## config.mk

```make
export PLATFORM = sky130hd
export DESIGN_NAME = car_sprite_engine
export DESIGN_NICKNAME = d
export VERILOG_FILES = /design/src/rtl/car_sprite_pkg.sv /design/src/rtl/sprite_scan_counter.sv /design/src/rtl/car_sprite_engine.sv
export SDC_FILE = /design/constraint.sdc
export NUM_CORES = 1
export LEC_CHECK = 0
export CORE_ASPECT_RATIO = 0.8
export CORE_MARGIN = 1.5
export CORE_UTILIZATION = 54
export CTS_BUF_LIST = sky130_fd_sc_hd__clkbuf_2 sky130_fd_sc_hd__clkbuf_4 sky130_fd_sc_hd__clkbuf_8
export DETAILED_ROUTE_END_ITERATION = 8
export PLACE_DENSITY = 0.88
export SETUP_SLACK_MARGIN = 0.02
export SLEW_MARGIN = 25
export SYNTH_ARGS = -nofsm -noshare
export SYNTH_HDL_FRONTEND = slang
export SYNTH_HIERARCHICAL = 1
export SYNTH_SLANG_ARGS = --single-unit
```

## constraint.sdc

```tcl
create_clock -name clk -period 5.3 [get_ports clk]
set_input_delay 0.53 -clock clk [delete_from_list [all_inputs] [get_ports clk]]
set_output_delay 0.53 -clock clk [all_outputs]
set_load 0.05 [all_outputs]
```

## src/rtl/car_sprite_pkg.sv

```systemverilog
// Shared constants and state encoding for the car sprite draw/erase engine.
package car_sprite_pkg;

  localparam int DEF_SCR_W = 160;
  localparam int DEF_SCR_H = 120;
  localparam int BG_AW     = 15;
  localparam logic [2:0] DEF_TRANSP = 3'b101;

  typedef enum logic [2:0] {
    ST_IDLE        = 3'd0,
    ST_DRAW        = 3'd1,
    ST_DRAW_FLUSH  = 3'd2,
    ST_DRAW_DONE   = 3'd3,
    ST_ERASE       = 3'd4,
    ST_ERASE_FLUSH = 3'd5,
    ST_ERASE_DONE  = 3'd6
  } state_t;

endpackage

```

## src/rtl/sprite_scan_counter.sv

```systemverilog
// Raster row/col counter over a CAR_W x CAR_H box; o_last marks the final pixel.
module sprite_scan_counter #(
  parameter int CAR_W = 8,
  parameter int CAR_H = 8,
  localparam int CW = (CAR_W > 1) ? $clog2(CAR_W) : 1,
  localparam int RW = (CAR_H > 1) ? $clog2(CAR_H) : 1
) (
  input  logic          clk,
  input  logic          resetn,
  input  logic          i_en,
  input  logic          i_clr,
  output logic [RW-1:0] o_row,
  output logic [CW-1:0] o_col,
  output logic          o_last
);

  logic [RW-1:0] r_row;
  logic [CW-1:0] r_col;
  logic          w_col_wrap;
  logic          w_row_wrap;

  assign w_col_wrap = (r_col == CW'(CAR_W - 1));
  assign w_row_wrap = (r_row == RW'(CAR_H - 1));

  always_ff @(posedge clk) begin
    if (!resetn || i_clr) begin
      r_row <= '0;
      r_col <= '0;
    end else if (i_en) begin
      if (w_col_wrap) begin
        r_col <= '0;
        r_row <= w_row_wrap ? '0 : r_row + 1'b1;
      end else begin
        r_col <= r_col + 1'b1;
      end
    end
  end

  assign o_row  = r_row;
  assign o_col  = r_col;
  assign o_last = w_col_wrap && w_row_wrap;

endmodule

```

## src/rtl/car_sprite_engine.sv

```systemverilog
// Sweeps the car box to the VGA pixel port from the sprite ROM (draw) or the
// background ROM (erase), answering the animation FSM with level done flags.
module car_sprite_engine
  import car_sprite_pkg::*;
#(
  parameter int CAR_W    = 8,
  parameter int CAR_H    = 8,
  parameter int SCR_W    = DEF_SCR_W,
  parameter int SCR_H    = DEF_SCR_H,
  parameter int X_W      = 8,
  parameter int Y_W      = 7,
  parameter int COLOUR_W = 3,
  parameter logic [COLOUR_W-1:0] TRANSP = DEF_TRANSP
) (
  input  logic                              clk,
  input  logic                              resetn,
  input  logic                              ldXY,
  input  logic [X_W-1:0]                    car_x,
  input  logic [Y_W-1:0]                    car_y,
  input  logic                              drawCarEnable,
  input  logic                              eraseCarEnable,
  output logic [$clog2(CAR_W*CAR_H)-1:0]    spr_addr,
  input  logic [COLOUR_W-1:0]               spr_data,
  output logic [BG_AW-1:0]                  bg_addr,
  input  logic [COLOUR_W-1:0]               bg_data,
  output logic [X_W-1:0]                    vga_x,
  output logic [Y_W-1:0]                    vga_y,
  output logic [COLOUR_W-1:0]               vga_colour,
  output logic                              plot,
  output logic                              drawCarDone,
  output logic                              eraseCarDone,
  output state_t                            o_dbg_state
);

  localparam int CW     = (CAR_W > 1) ? $clog2(CAR_W) : 1;
  localparam int RW     = (CAR_H > 1) ? $clog2(CAR_H) : 1;
  localparam int SPR_AW = $clog2(CAR_W * CAR_H);

  state_t        r_state;
  logic [X_W-1:0] r_x0;
  logic [Y_W-1:0] r_y0;
  logic          r_valid_d;
  logic          r_erase_d;
  logic [CW-1:0] r_col_d;
  logic [RW-1:0] r_row_d;

  logic [CW-1:0] w_col;
  logic [RW-1:0] w_row;
  logic          w_last;
  logic          w_issue;
  logic          w_clr;
  logic [X_W:0]  w_xs_a;
  logic [Y_W:0]  w_ys_a;
  logic [X_W:0]  w_xs_d;
  logic [Y_W:0]  w_ys_d;
  logic          w_onscreen;
  logic [COLOUR_W-1:0] w_pix;

  // An address is issued only while the matching enable is still held, so an
  // abort stops the counter and clears the pipeline on the same edge.
  assign w_issue = ((r_state == ST_DRAW)  && drawCarEnable) ||
                   ((r_state == ST_ERASE) && eraseCarEnable);
  assign w_clr   = !w_issue;

  sprite_scan_counter #(
    .CAR_W (CAR_W),
    .CAR_H (CAR_H)
  ) u_scan (
    .clk    (clk),
    .resetn (resetn),
    .i_en   (w_issue),
    .i_clr  (w_clr),
    .o_row  (w_row),
    .o_col  (w_col),
    .o_last (w_last)
  );

  assign w_xs_a   = {1'b0, r_x0} + (X_W+1)'(w_col);
  assign w_ys_a   = {1'b0, r_y0} + (Y_W+1)'(w_row);
  assign spr_addr = SPR_AW'(w_row) * SPR_AW'(CAR_W) + SPR_AW'(w_col);
  assign bg_addr  = BG_AW'(w_ys_a) * BG_AW'(SCR_W) + BG_AW'(w_xs_a);

  // ROM data lags the address by one cycle, so the pixel stage uses the
  // delayed counters; the extra sum bit catches right/bottom overhang.
  assign w_xs_d     = {1'b0, r_x0} + (X_W+1)'(r_col_d);
  assign w_ys_d     = {1'b0, r_y0} + (Y_W+1)'(r_row_d);
  assign w_onscreen = (w_xs_d < (X_W+1)'(SCR_W)) && (w_ys_d < (Y_W+1)'(SCR_H));
  assign w_pix      = r_erase_d ? bg_data : spr_data;

  assign vga_x        = w_xs_d[X_W-1:0];
  assign vga_y        = w_ys_d[Y_W-1:0];
  assign vga_colour   = r_valid_d ? w_pix : '0;
  assign plot         = r_valid_d && w_onscreen && (r_erase_d || (spr_data != TRANSP));
  assign drawCarDone  = (r_state == ST_DRAW_DONE);
  assign eraseCarDone = (r_state == ST_ERASE_DONE);
  assign o_dbg_state  = r_state;

  always_ff @(posedge clk) begin
    if (!resetn) begin
      r_state   <= ST_IDLE;
      r_x0      <= '0;
      r_y0      <= '0;
      r_valid_d <= 1'b0;
      r_erase_d <= 1'b0;
      r_col_d   <= '0;
      r_row_d   <= '0;
    end else begin
      r_valid_d <= w_issue;
      r_erase_d <= (r_state == ST_ERASE);
      r_col_d   <= w_col;
      r_row_d   <= w_row;
      case (r_state)
        ST_IDLE: begin
          if (ldXY) begin
            r_x0 <= car_x;
            r_y0 <= car_y;
          end
          if (drawCarEnable)       r_state <= ST_DRAW;
          else if (eraseCarEnable) r_state <= ST_ERASE;
        end
        ST_DRAW: begin
          if (!drawCarEnable) r_state <= ST_IDLE;
          else if (w_last)    r_state <= ST_DRAW_FLUSH;
        end
        ST_DRAW_FLUSH: r_state <= drawCarEnable ? ST_DRAW_DONE : ST_IDLE;
        ST_DRAW_DONE:  if (!drawCarEnable) r_state <= ST_IDLE;
        ST_ERASE: begin
          if (!eraseCarEnable) r_state <= ST_IDLE;
          else if (w_last)     r_state <= ST_ERASE_FLUSH;
        end
        ST_ERASE_FLUSH: r_state <= eraseCarEnable ? ST_ERASE_DONE : ST_IDLE;
        ST_ERASE_DONE:  if (!eraseCarEnable) r_state <= ST_IDLE;
        default:        r_state <= ST_IDLE;
      endcase
    end
  end

endmodule
```

---- Word level (Yosys, flattened, before mapping) ----
Index checks and enable logic that the tools add are counted.
cells by class
  div/mod/pow operators ................... 0
  $lt $le $gt $ge ......................... 2
  multiply operators ...................... 1
  reduce and logical (&&, ||, !) cells .... 15
  multiplexer cells ....................... 15
  equality and inequality tests ........... 14
  add/sub/neg operators ................... 8
  bitwise operators ....................... 0
  shift operators ......................... 0
operator list
  cell                                                                          number
  3-bit 2-to-1 mux                                                              13
  3-bit one-hot mux with 7 select lines                                         1
  8-bit by 3-bit adder with 9-bit output                                        2
  7-bit by 3-bit adder with 8-bit output                                        2
  15-bit by 9-bit adder with 15-bit output                                      1
  3-bit equality test, second input constant                                    5
  8-bit by 3-bit multiplier with 10-bit output, second input constant           1
  9-bit by 8-bit less-than comparator with 1-bit output, second input constant  1
  8-bit by 7-bit less-than comparator with 1-bit output, second input constant  1
  3-bit by 1-bit adder with 3-bit output, second input constant                 2
  6-bit by 3-bit adder with 6-bit output                                        1
  3-bit by 2-bit equality test with 1-bit output, second input constant         2
  1-bit logical AND                                                             6
  3-bit by 2-bit inequality test with 1-bit output, second input constant       2
  3-bit inequality test, second input constant                                  2
  5-bit AND reduction                                                           1
  2-bit inequality test, second input constant                                  2
  2-bit AND reduction                                                           2
  3-bit by 1-bit equality test with 1-bit output, second input constant         1
  3-bit zero test                                                               1
  1-bit logical OR                                                              3
  1-bit zero test                                                               2
  2-bit 2-to-1 mux                                                              1
storage, ports and cells
  memories kept ........................... 0
  flip-flop bits (word level) ............. 32
  RAM bits ................................ 0
  bits in latches ......................... 0
  bits in read-only memories .............. 0
  output and inout bits ................... 45

---- Depth between registers and ports, before layout ----
Gate-level depths: netlist (run 1).
  depth after elaboration ................. 5
  mapped depth ............................ 14
  depth with buffers taken out ............ 14

---- Cells and area by module ----
The synthesis (run 1) kept the hierarchy.
by module, submodules not included
  module               seq. area each (um^2)  times used  cells an instance  area each (um^2)
  car_sprite_engine    520.5                  1           279                2299.7
  sprite_scan_counter  120.1                  1           29                 315.3

---- Worst setup path after synthesis (run 1) ----
OpenSTA, ideal clock, no wires.
  path kind ............................... reg-to-output
  start point ............................. reg u_scan.r_row[0], in the netlist u_scan/o_row[0]
  end point ............................... out bg_addr[14]
  data arrival time ....................... 4.184 ns
  cell stages (with the launch flop) ...... 15
  setup slack ............................. 0.586 ns
  path through ............................ dfxtp_1 > ha_1 > inv_1 > fa_1 > nor2b_1 > o21ai_0 > xnor2_1 > ha_1 > fa_1 > a21o_1 > a21oi_1 > xnor2_1 > and3_1 > nand3_1 > xnor2_1
between the ends
  word-level cells in the longest chain between the ends .. 3
RTL lines
  element                                       RTL line                   source
  start, declared                               sprite_scan_counter.sv:17  logic [RW-1:0] r_row;
  start signal, assigned                        sprite_scan_counter.sv:32  r_row <= w_row_wrap ? '0 : r_row + 1'b1;
  7-bit by 3-bit adder with 8-bit output        car_sprite_engine.sv:79    assign w_ys_a = {1'b0, r_y0} + (Y_W+1)'(w_row);
  8-bit by 3-bit multiplier with 10-bit output  car_sprite_engine.sv:81    assign bg_addr = BG_AW'(w_ys_a) * BG_AW'(SCR_W) + BG_AW'(w_xs_a);
  15-bit by 9-bit adder with 15-bit output      car_sprite_engine.sv:81
  end, declared                                 car_sprite_engine.sv:24    output logic [BG_AW-1:0] bg_addr,
Every way passes these cells.

---- Final worst setup path (run 1) ----
  start point ............................. reg u_scan.r_row[0], in the netlist u_scan/o_row[0]
  end point ............................... out bg_addr[12]
Same word-level chain as after synthesis.

==> flow_metrics.tcl, run 1 <==
set metrics [dict create \
    outcome "complete, no violations" \
    clock-sinks 32 \
    slew_violations 0 \
    cellPowerDensity_nw_per_um2 211.3 \
    critPathCaptureType "output pin" \
    clockPowerShare_pct 32.1 \
    htreeDepth 2 \
    cap_viol_max_count 0 \
    switching_power_uw 248.2 \
    ios 71 \
    leakage_nw 1.519 \
    post-route-period-util_pct 91.05 \
    tightest_slew_ns 0.8879 \
    io_buffers 70 \
    synthDistinctLibCells 47 \
    setup_viol 0 \
    drc_errors 0 \
    period_needed_ns 4.825 \
    cts_tree "done" \
    cts_buffers 5 \
    cts_setup_buffers 0 \
    grt_pass1_wl_mm 10.07 \
    swShare_pct 34.24 \
    die_h_um 65.24 \
    grt_max_degree 28 \
    seq_area_frac_synth_pct 24.50 \
    ant_nets 0 \
    start_util_pct 56.55 \
    syn-instance-count 308 \
    rows 22 \
    dr_total_vias 2360 \
    dieWidth_um 80.80 \
    instances_no_fill 433 \
    internal-power_uw 476.6 \
    via_per_inst 5.450 \
    fmax_ghz 0.2072 \
    drt_iter0_markers 114 \
    n_antenna_cell 0 \
    wire_per_inst_um 13.61 \
    critPathKind "reg -> out" \
    core_region_area_um2 4624 \
    seqPwrFrac_pct 36.7 \
    syn_avg_cell_area_um2 8.490 \
    clkTransAtPathRegs_ns 0.07 \
    finalInstanceArea_um2 3430 \
    netlist_area_um2 2615 \
    fin_setup_tns_ns 0 \
    synth_top_area_share_pct 24.50 \
    clock_path_buffers 2 \
    syn_nets 370 \
    combPwrFrac_pct 31.2 \
    clk_latency_ns 0.29 \
    synthArstFlopShare_pct 0 \
    antenna_found_initial 0 \
    critical_path_arrival_ns 4.30 \
    dpl_cell_area_um2 3313 \
    root_buffer "clkbuf_8" \
    placed_cells 425 \
    layout.nets 434 \
    vdd_ir_drop_max_v 0.0001688 \
    drive_gt1_share_pct 5.362 \
    preCtsSetupSlack_ns 0.5540 \
    yosysTopAreaCell "dfxtp_1" \
    yosysWarnings 6 \
    dr.pass1.iters 4 \
    synth_area_leaders "dfxtp_1, ha_1, xnor2_1, nand2_1, a21boi_0" \
    grt_pass1_vias 2259 \
    ys_seq_elements 32 \
    globalplace.congestion 0.8099 \
    synth_edf_count 0 \
    hp-class "reg -> reg" \
    setup_ws_ns 0.4746 \
    syn2layout_area_growth_pct 31.15 \
    dieArea_um2 5271 \
    clock_skew_ns 0.003421 \
    dp_hpwl_mm 4.587 \
    num-fill-cells 352 \
    power.total_uw 724.8 \
    slew_headroom_pct 40.80 \
    grt_use_total_pct 24.51 \
    rsz0062_at_grt "false" \
    cp.required_ns 4.77 \
    hold_viol 0 \
    cp_max_fo 6 \
    routed_wl_mm 5.893 \
    ys.flop_type "dfxtp_1" \
    start_kind "flip-flop" \
    overflow 0 \
]
==> worst paths after layout <==
path                                       from         endpoint  slack, ns  cells past startpoint
worst max-delay path            u_scan/o_row[0]      bg_addr[12]       0.47                     13
worst min-delay path                    r_x0[0]          r_x0[0]       0.51                      2
worst max register to register   o_dbg_state[2]  u_scan/o_row[0]       3.22                      5
worst min register to register          r_x0[0]          r_x0[0]       0.51                      2
==> through the flow <==
| step | hold WS (ns) | utilization, % |
|---|---|---|
| after global placement | 0.4879 | 71.65 |
| after global routing | 0.5421 | 74.16 |
| after floorplan | 0.4652 | - |
| after CTS | 0.5128 | 74.05 |
| final | 0.5115 | 74.16 |
| after detailed placement | 0.4976 | 71.65 |
==> synthesized netlist by cell type, drive strengths merged, types with 8 or more instances <==
master and count:
nand2 47, dfxtp 32, ha 31, xnor2 24
inv 22, a21boi 17, nor2 17, a21oi 14
xor2 10, a21o 8, and2 8, buf 8
==> critical path: stages, from the launching register on <==
cell and delay, ns:
dfxtp_1 0.41, ha_1 0.20, inv_1 0.06, fa_1 0.40, nor2b_1 0.17, o21ai_0 0.11
xnor2_1 0.25, ha_1 0.32, fa_1 0.59, nand2_1 0.09, a211oi_2 0.30, nand3_1 0.13
xnor2_1 0.15, clkdlybuf4s50_1 0.83
==> power by group through the flow <==
| stage | clock network (mW) | logic, mW | registers, mW |
|---|---|---|---|
| final | 0.233 | 0.226 | 0.266 |
| after detailed placement | 0 | 0.225 | 0.271 |
| after global routing | 0.248 | 0.242 | 0.268 |
| after CTS | 0.236 | 0.227 | 0.266 |
| after floorplan | 0 | 0.157 | 0.266 |
| after global placement | 0 | 0.221 | 0.270 |
==> cell usage in the layout, fill, tap and decap left out, types with 5 or more instances in the layout <==
master,instances
a21boi_0,16
a21o_1,8
a21oi_1,12
and2_1,8
clkbuf_8,5
clkdlybuf4s50_1,68
dfxtp_1,32
fa_1,5
ha_1,31
inv_1,22
nand2_1,47
nand3_1,5
nor2_1,17
o21ai_0,6
xnor2_1,24
xor2_1,10
==> flip-flops by register name (all words and copies together), names as in the netlist <==
| register | flops |
|---|---|
| r_erase_d | 1 |
| r_valid_d | 1 |
| u_scan/o_row | 3 |
| r_row_d | 3 |
| r_col_d | 3 |
| r_y0 | 7 |
| o_dbg_state | 3 |
| r_x0 | 8 |
| u_scan/o_col | 3 |
==> logic make-up (layout without fill, tap and decap cells) <==
kind of cell | count (synthesis) | count (layout) | synth area share [%]
AOI/OAI and AO/OA | 63 | 63 | 17.75
xor gates and xnor gates | 34 | 34 | 11.39
adders and majority gates | 36 | 36 | 18.66
buffers and inverters | 35 | 100 | 6.124
DFF | 32 | 32 | 24.50
muxes | 5 | 5 | 1.962
and+or+nand+nor | 103 | 103 | 19.62
==> area by class of cell <==
cell class,count,area [µm²],area share (%)
clock buffer,5,68.82,2.007
multi-input combinational,241,1814,52.90
inverter,22,82.58,2.408
tap,60,75.07,2.189
sequential,32,640.6,18.68
clock inverter,3,42.54,1.240
timing repair buffer,70,705.7,20.58
==> repair_timing <==
item / CTS / global route
setup endpoints to repair: 0 / 2
hold buffers: 0 / 0
gates resized for setup: 0 / 2
==> per-layer routing <==
metal	vias to the layer above	part of all wire [%]	global-route usage (%)
met3	16	5.8	4.861
li1	1174	-	-
met2	64	47	40.94
met4	0	2.4	9.483
met5	-	0	0
met1	1106	45	30.99
No activity file was read; power rests on OpenSTA's default activity.
==> run 2: changes to the inputs <==
CORE_MARGIN = 10   (was 1.5)
==> run 2 against run 1 <==
Against the previous run:
- hold slack got worse by 0.0018 ns
- clock skew barely moved
- global-route usage fell by 8.7 points
- critical path type unchanged
- critical endpoint unchanged
- largest power group unchanged
==> flow_metrics.tcl, run 2 (synthesized netlist as in run 1, its figures left out) <==
set metrics [dict create \
    grt_max_degree 28 \
    final_common_cell "clkdlybuf4s50_1" \
    ios 71 \
    internal-power_uw 440.7 \
    setup_viol 0 \
    grt_pass1_wl_mm 10.72 \
    overflow 0 \
    critical_path_arrival_ns 4.25 \
    drt_iter0_markers 111 \
    hold_viol 0 \
    critPathKind "reg -> out" \
    dieArea_um2 8043 \
    slew_headroom_pct 40.18 \
    htreeDepth 2 \
    via_per_inst 5.298 \
    top_layer "met4" \
    cp.required_ns 4.77 \
    largest_reg_flops 8 \
    largest_register "r_x0" \
    layout.nets 434 \
    multi_input_area_um2 1814 \
    dr.pass1.iters 4 \
    slowest_stage "clkdlybuf4s50_1" \
    tightest_slew_ns 0.8972 \
    core_region_area_um2 4624 \
    drive_gt1_share_pct 5.362 \
    setup_ws_ns 0.5222 \
    cp_cell_sequence "ha_1 > inv_1 > fa_1 > nor2b_1 > o21ai_0 > xnor2_1 > ha_1 > fa_1 > nand2_1 > a211oi_2 > nand3_1 > xnor2_1 > clkdlybuf4s50_1" \
    crit_path_max_incr_delay_ns 0.82 \
    die_h_um 82.24 \
    cap_viol_max_count 0 \
    outcome "complete, no violations" \
    cts_setup_buffers 0 \
    met2_length_mm 3.142 \
    wire_per_inst_um 14.70 \
    clock_skew_ns 0.003556 \
    rsz0062_at_grt "false" \
    grt_use_total_pct 15.84 \
    n_antenna_cell 0 \
    syn2layout_area_growth_pct 30.43 \
    rows 22 \
    cellPowerDensity_nw_per_um2 200.0 \
    preCtsSetupSlack_ns 0.5610 \
    start_util_pct 56.55 \
    cts_buffers 5 \
    dieWidth_um 97.80 \
    swShare_pct 35.41 \
    num-fill-cells 349 \
    routed_wl_mm 6.365 \
    seq_area_um2 640.6 \
    fmax_ghz 0.2093 \
    switching_power_uw 241.6 \
    period_needed_ns 4.778 \
    cts_tree "done" \
    fin_setup_tns_ns 0 \
    start_kind "flip-flop" \
    seqPwrFrac_pct 39.0 \
    clock-sinks 32 \
    slew_violations 0 \
    wl_met1_mm 2.753 \
    worst-path-buf-inv 2 \
    hp-class "reg -> reg" \
    clockPowerShare_pct 28.1 \
    clk_latency_ns 0.28 \
    antenna_found_initial 0 \
    combPwrFrac_pct 32.9 \
    grt_pass1_vias 2290 \
    final_cell_mix "clkdlybuf4s50_1, nand2_1, dfxtp_1" \
    io_buffers 70 \
    cp_max_fo 6 \
    ant_nets 0 \
    reg.largest.list "r_x0 x8, r_y0 x7" \
    routed-wl-met3_um 372 \
    clkTransAtPathRegs_ns 0.06 \
    dr_total_vias 2294 \
    vdd_ir_drop_max_v 0.0002232 \
    dp_hpwl_mm 5.210 \
    drc_errors 0 \
    path_delay_family "adder cells" \
    globalplace.congestion 0.8280 \
    root_buffer "clkbuf_8" \
    clock_path_buffers 2 \
    leakage_nw 1.516 \
    critPathCaptureType "output pin" \
    post-route-period-util_pct 90.15 \
]
-- run 2: power by group through the flow --
stage	clock network (mW)	registers [mW]	logic [mW]
4_1_cts	0.195	0.266	0.227
2_1_floorplan	0	0.266	0.157
3_5_place_dp	0	0.271	0.226
3_3_place_gp	0	0.270	0.223
5_1_grt	0.203	0.268	0.242
6_report	0.192	0.266	0.224
-- run 2: layout make-up --
class	instances	share of cell area [%]
clock buffer	6	2.421
multi-input combinational	241	53.19
tap	60	2.201
sequential	32	18.78
timing repair buffer	70	20.69
clock inverter	2	0.2935
inverter	22	2.421
-- run 2: repair_timing --
| item | 4_1_cts | 5_1_grt |
|---|---|---|
| hold buffers | 0 | 0 |
| endpoints found under the setup margin | 0 | 2 |
| gates resized for setup | 0 | 2 |
-- run 2: path summary, 6_finish.rpt --
| kind | startpoint | endpoint | slack (ns) | cells past startpoint |
|---|---|---|---|---|
| min reg2reg | r_y0[0] | r_y0[0] | 0.51 | 2 |
| max reg2reg | o_dbg_state[2] | u_scan/o_col[0] | 3.23 | 4 |
| min | r_y0[0] | r_y0[0] | 0.51 | 2 |
| max | u_scan/o_row[0] | bg_addr[12] | 0.52 | 13 |
-- run 2: stage by stage --
step	cell area (µm²)	power, mW	cells	util [%]	hold WS, ns
finish	3411	0.6823	433	73.76	0.5097
global route	3411	0.7136	433	73.76	0.5283
CTS	3406	0.6876	433	73.65	0.5100
detailed placement	3313	0.4968	425	71.65	0.4995
global placement	3313	0.4931	425	71.65	0.4901
floorplan	2615	0.4223	308	-	0.4652
-- run 2: worst min-delay path, cell delays in order, from the launching register on --
cell	delay, ns
dfxtp_1	0.33
nand2_1	0.06
a21boi_0	0.07
-- run 2: layer usage --
layer  up-vias  track usage (%)
met5         -                0
met4         0            5.072
met3         9            4.232
met2        48            28.81
met1      1061            18.02
li1       1176                -
